===== src/rtl/store_queue.sv =====
// rtl/store_queue.sv - circular store queue with in-order drain to the data cache through an arbiter
module store_queue #(
    parameter int ADDR_WIDTH    = 32,
    parameter int DATA_WIDTH    = 32,
    parameter int TAG_WIDTH     = 6,
    parameter int STQ_DEPTH     = 8,
    parameter int STQ_TAG_WIDTH = $clog2(STQ_DEPTH)
) (
    input  logic                     clk,
    input  logic                     n_rst,
    input  logic                     i_flush,
    input  logic                     i_enq_en,
    input  logic [TAG_WIDTH-1:0]     i_enq_tag,
    input  logic [ADDR_WIDTH-1:0]    i_enq_addr,
    output logic [STQ_TAG_WIDTH-1:0] o_enq_stq_tag,
    output logic                     o_enq_full,
    input  logic                     i_mem_en,
    input  logic [STQ_TAG_WIDTH-1:0] i_mem_stq_tag,
    input  logic [DATA_WIDTH-1:0]    i_mem_data,
    input  logic                     i_retire_en,
    input  logic [TAG_WIDTH-1:0]     i_retire_tag,
    output logic                     o_conflict_en,
    output logic [ADDR_WIDTH-1:0]    o_conflict_addr,
    output logic                     o_arb_req,
    input  logic                     i_arb_gnt,
    output logic                     o_dc_wr_en,
    output logic [ADDR_WIDTH-1:0]    o_dc_addr,
    output logic [DATA_WIDTH-1:0]    o_dc_data
);
    localparam int CW = STQ_TAG_WIDTH + 1;

    typedef enum logic [1:0] {IDLE, REQ, WRITE} state_t;

    logic [STQ_DEPTH-1:0]     valid, data_vld, retired;
    logic [TAG_WIDTH-1:0]     tag_q  [STQ_DEPTH];
    logic [ADDR_WIDTH-1:0]    addr_q [STQ_DEPTH];
    logic [DATA_WIDTH-1:0]    data_q [STQ_DEPTH];
    logic [STQ_TAG_WIDTH-1:0] head, tail;
    logic [CW-1:0]            count;
    state_t                   state, state_next;

    logic [STQ_DEPTH-1:0] retire_hit, retired_eff;
    logic [CW-1:0]        nret;
    logic                 enq_do, mem_ok, free, head_ready;

    assign o_enq_full    = (count == CW'(STQ_DEPTH));
    assign o_enq_stq_tag = tail;
    assign enq_do        = i_enq_en && !o_enq_full && !i_flush;
    assign mem_ok        = i_mem_en && valid[i_mem_stq_tag];
    assign free          = (state == WRITE);
    assign head_ready    = valid[head] && retired[head] && data_vld[head];

    // Same-cycle retire is folded in before the flush decides what survives
    always_comb begin
        retire_hit  = '0;
        retired_eff = '0;
        nret        = '0;
        for (int i = 0; i < STQ_DEPTH; i++) begin
            retire_hit[i]  = i_retire_en && valid[i] && (tag_q[i] == i_retire_tag);
            retired_eff[i] = retired[i] || retire_hit[i];
            nret           = nret + CW'(valid[i] && retired_eff[i]);
        end
    end

    always_ff @(posedge clk or negedge n_rst) begin
        if (!n_rst) begin
            valid    <= '0;
            data_vld <= '0;
            retired  <= '0;
        end else begin
            for (int i = 0; i < STQ_DEPTH; i++) begin
                if (mem_ok && i_mem_stq_tag == STQ_TAG_WIDTH'(i)) data_vld[i] <= 1'b1;
                if (retire_hit[i]) retired[i] <= 1'b1;
                if (i_flush && !retired_eff[i]) valid[i] <= 1'b0;
                if (free && head == STQ_TAG_WIDTH'(i)) valid[i] <= 1'b0;
                if (enq_do && tail == STQ_TAG_WIDTH'(i)) begin
                    valid[i]    <= 1'b1;
                    data_vld[i] <= 1'b0;
                    retired[i]  <= 1'b0;
                end
            end
        end
    end

    always_ff @(posedge clk) begin
        if (enq_do) begin
            tag_q[tail]  <= i_enq_tag;
            addr_q[tail] <= i_enq_addr;
        end
        if (mem_ok) data_q[i_mem_stq_tag] <= i_mem_data;
    end

    // Retired entries are contiguous from head, so a flush rewinds tail to just past them
    always_ff @(posedge clk or negedge n_rst) begin
        if (!n_rst) begin
            head  <= '0;
            tail  <= '0;
            count <= '0;
        end else begin
            if (free) head <= head + 1'b1;
            if (i_flush) begin
                tail  <= head + nret[STQ_TAG_WIDTH-1:0];
                count <= nret - CW'(free);
            end else begin
                if (enq_do) tail <= tail + 1'b1;
                count <= count + CW'(enq_do) - CW'(free);
            end
        end
    end

    always_ff @(posedge clk or negedge n_rst) begin
        if (!n_rst) begin
            o_conflict_en   <= 1'b0;
            o_conflict_addr <= '0;
        end else begin
            o_conflict_en   <= mem_ok;
            o_conflict_addr <= mem_ok ? addr_q[i_mem_stq_tag] : '0;
        end
    end

    always_ff @(posedge clk or negedge n_rst) begin
        if (!n_rst) state <= IDLE;
        else        state <= state_next;
    end

    always_comb begin
        state_next = state;
        case (state)
            IDLE:    if (head_ready) state_next = REQ;
            REQ:     if (i_arb_gnt)  state_next = WRITE;
            WRITE:   state_next = IDLE;
            default: state_next = IDLE;
        endcase
    end

    always_comb begin
        o_arb_req  = (state == REQ);
        o_dc_wr_en = (state == WRITE);
        o_dc_addr  = (state == WRITE) ? addr_q[head] : '0;
        o_dc_data  = (state == WRITE) ? data_q[head] : '0;
    end
endmodule


===== config.mk =====
export PLATFORM = sky130hd
export DESIGN_NAME = store_queue
export DESIGN_NICKNAME = d
export VERILOG_FILES = /design/src/rtl/store_queue.sv
export SDC_FILE = /design/constraint.sdc
export NUM_CORES = 1
export LEC_CHECK = 0
export CAP_MARGIN = 5
export CORE_MARGIN = 5
export CORE_UTILIZATION = 53
export CTS_CLUSTER_DIAMETER = 50
export DETAILED_ROUTE_END_ITERATION = 7
export PLACE_DENSITY_LB_ADDON = 0.3
export SYNTH_ARGS = -nofsm -noshare
export SYNTH_HDL_FRONTEND = slang
export SYNTH_SLANG_ARGS = --single-unit

===== constraint.sdc =====
create_clock -name clk -period 5.55 [get_ports clk]
set_input_delay 1.11 -clock clk [delete_from_list [all_inputs] [get_ports clk]]
set_output_delay 1.11 -clock clk [all_outputs]
set_load 0.01 [all_outputs]

==> summary.md <==
| Metric | Value |
|---|---|
| Vias in the first global route | 15.0k |
| Max VDD drop | 0.000314 V |
| Seq/Total Area, Yosys | 0.698 |
| Core area | between 40000 and 50000 um2 |
| RSZ-0062 raised after global routing | no |
| Via count | around 14k |
| Clock Path Buffers | 3 |
| Num CTS Buffers | 68 |
| Critical Path RT | around 6 ns |
| Most frequent cells in the layout | edfxtp_1 (560), mux4_2 (194), clkdlybuf4s50_1 (184) |
| Worst-path cell chain | clkdlybuf4s50_1 -> xor2_1 -> nor4_1 -> a41oi_1 -> nor2b_1 -> fa_1 -> inv_1 -> fa_1 -> inv_1 -> fa_1 -> ha_1 -> fa_1 -> inv_1 -> fa_1 -> xnor2_1 -> xnor2_1 -> nand2_1 -> o21ai_0 |
| Ys flop type | edfxtp_1 |
| Sw frac | 0.211 |
| # hold bufs at CTS | 0 |
| Synthesis-to-finish area growth | 18.8% |
| Hold Vio Cnt, Final | 0 |
| Io pins | 189 |
| Clock sinks | around 630 |
| Worst setup SP type | input pin |
| Final wirelength | just over 60000 um |
| Wire per inst | 25.8 um |
| Internal Pwr Total | 0.00827 W |
| Final Wtd Congestion | between 0.8 and 0.9 |
| Syn Nets | between 1.5k and 2k |
| End-of-flow core utilization | 0.633 |
| Global route total overflow | 0 |
| HP Class | reg2reg |
| Setup violators final | 0 |
| Crit-path max FO | 4 |
| Fin. max-slew vios | 0 |
| Detailed-route DRC error count | 0 |
| IO Port Bufs | 188 |
| Postcts setup bufs | 0 |
| Clock transition at path regs | 0.06 ns |
| CTS resizes | 0 |
| Global-route wire length before repair | between 90000 and 100000 um |
| Simple-gate share of the synthesized area | 0.0455 |
| Status | completed |
| Crit-path leading delay family | adder cells |
| Clk root buf | clkbuf_16 |
| Largest family of logic cells by synthesized area | multiplexers |
| Psw | 0.00222 W |
| Slew Limit Headroom | 0.286 |
| Warning count from the yosys run | 0 |
| Critical path endpoint category | flop |
| Mux share of post-synthesis cell area | 0.178 |
| Drt first pass iters | 5 |
| Via density | 5.98 |
| Top-area cell type share of the netlist area | 0.633 |
| Leading post-synthesis cells by cell area | edfxtp_1 (63%), mux4_2 (16%), dfrtp_1 (6.5%) |
| Xor/xnor share of the synthesized area | 0.0185 |
| Crit path DAT | between 5 and 6 ns |
| Slowest cell on crit path | fa_1 |
| Setup TNS | 0 ns |
| Number of DRC markers in iteration 0 | about 1.1k |
| Clock latency on the worst-skew pair | ~0.6 ns |
| Antenna violations before repair | 9 |
| Post-route setup slack | between 0.2 and 0.3 ns |
| Clock power share | 0.433 |
| CTS tree | yes |
| DIE AREA | 54700 um2 |
| #FFs+latches synth | 629 |
| Fin crit period | ~5.3 ns |
| Share of layout cells above drive strength 1 | 0.226 |
| Max_cap viols | 0 |
| Synth Area in Compound Gates | 0.0252 |
| Comb pwr share | 0.063 |
| Yosys cell types | 49 |
| Largest net degree at the start of global routing | between 50 and 60 |
| DRT antenna net count | 0 |
| Final period util | 0.953 |
| Syn avg cell area | between 15 and 20 um2 |
| Clock skew | between 0.03 and 0.04 ns |
| Worst path bufs/invs | 4 |
| Die Wd | ~230 um |
| GRT Total Usage | 0.227 |
| Adder-cell share of the synthesized area | 0.0153 |
| Number of flops mapped to enable cells by yosys | 560 |
| Num rows | a little over 80 |
| Pwr Density | roughly 330 nW/um2 |
| Pleak | 10.4 nW |
| Chip Height | roughly 230 um |
| Placed insts | 2245 |
| Post-layout nets | 1758 |
| Most common cell after layout, fill and taps aside | edfxtp_1 |
| Pwr Total | around 0.010 W |
| Htree depth | 3 |
| Worst slew pin tran | 1.07 ns |
| Initial Utilization | 0.533 |
| Asr flop ratio synth | 0.110 |
| Pre-CTS WS | -0.297 ns |
| Critical path class | in2reg |
| Layout Cells excl Fill | 2369 |
| Cells after synthesis | 1427 |
| Register share of total power | 0.504 |
| HPWL Detailed | around 34000 um |
| Slowest stage delay, CP | between 0.5 and 0.6 ns |
| Fmax | 189 MHz |
| Area leader, netlist | edfxtp_1 |
| Synth Cell Area | 26600 um2 |
| CP most frequent cell | fa_1 |
-- sequential cells by signal, indices dropped and copies added (netlist names) --
name             flops
addr_q             256
data_q             256
tag_q               48
o_conflict_addr     32
data_vld             8
retired              8
valid                8
count                4
head                 3
o_enq_stq_tag        3
state                2
o_conflict_en        1
-- synthesized netlist by cell type, drive strengths merged, types with 2 or more instances --
library cell    n
a21o            2
a21oi          76
a22oi           6
a311oi          2
a32oi           2
a41oi           8
and2            2
and3           11
and4            2
buf            56
clkbuf         29
dfrtp          69
edfxtp        560
fa              6
ha             23
inv            23
mux2i          34
mux4          194
nand2         159
nand2b          4
nand3           7
nand4           6
nand4b          2
nor2           36
nor2b          12
nor3            5
nor4           13
o21a            8
o21ai           4
o22ai           2
xnor2          31
xor2           25
-- power groups by stage --
stage | combinational [W] | sequential (W) | clock, W
6_report | 0.000660 | 0.00529 | 0.00454
5_1_grt | 0.000716 | 0.00529 | 0.00484
4_1_cts | 0.000669 | 0.00529 | 0.00462
3_5_place_dp | 0.000666 | 0.00539 | 0
3_3_place_gp | 0.000653 | 0.00538 | 0
2_1_floorplan | 0.000438 | 0.00536 | 0
-- final timing paths --
| path | depth (start not counted) | endpoint | startpoint | slack [ns] |
|---|---|---|---|---|
| max | 18 | o_enq_stq_tag[2] | i_retire_tag[0] | 0.26 |
| min | 1 | data_vld[6] | data_vld[6] | 0.49 |
| max reg2reg | 17 | o_enq_stq_tag[2] | valid[3] | 0.90 |
| min reg2reg | 1 | data_vld[6] | data_vld[6] | 0.49 |
| max in group asynchronous | 2 | head[0] | n_rst | 4.06 |
| min in group asynchronous | 1 | o_conflict_addr[11] | n_rst | 0.54 |
-- cells by family after synthesis --
group	count (synthesis)
mux	229
simple gates	261
buf+inv	109
xor+xnor	56
compound gates	114
fa+ha+maj	29
flops	629
-- routing by layer --
metal / track usage / up-vias / routed length, um
li1: - / 6111 / -
met1: 0.303 / 7412 / 23900
met2: 0.380 / 521 / 31000
met3: 0.0550 / 111 / 4800
met4: 0.0637 / 10 / 1360
met5: 0 / - / 56
-- layout make-up --
class | instances | area (um2)
flip-flops and latches | 629 | 18600
fillers | 3423 | 18300
multi-input cells | 689 | 7550
repair buffers | 231 | 2280
clock buffers | 79 | 1750
well taps | 672 | 841
clock inverters | 42 | 487
inverters | 24 | 91.3
diodes | 3 | 7.51
-- worst register-to-register path: cells and delay by family, from the launching register on --
family          cells  cell delay [ns]
fa+ha+maj           6             2.47
simple gates        4             0.69
compound gates      2             0.28
flops               1             0.56
buf+inv             3             0.25
xor+xnor            2             0.28
-- metrics by stage --
| step | hold WS [ns] | instance area (um2) |
|---|---|---|
| floorplan | 0.464 | 26600 |
| global placement | 0.473 | 29300 |
| detailed placement | 0.480 | 29300 |
| CTS | 0.493 | 31600 |
| global route | 0.524 | 31600 |
| finish | 0.492 | 31600 |
Note: power is estimated with default switching activity, not from simulation.
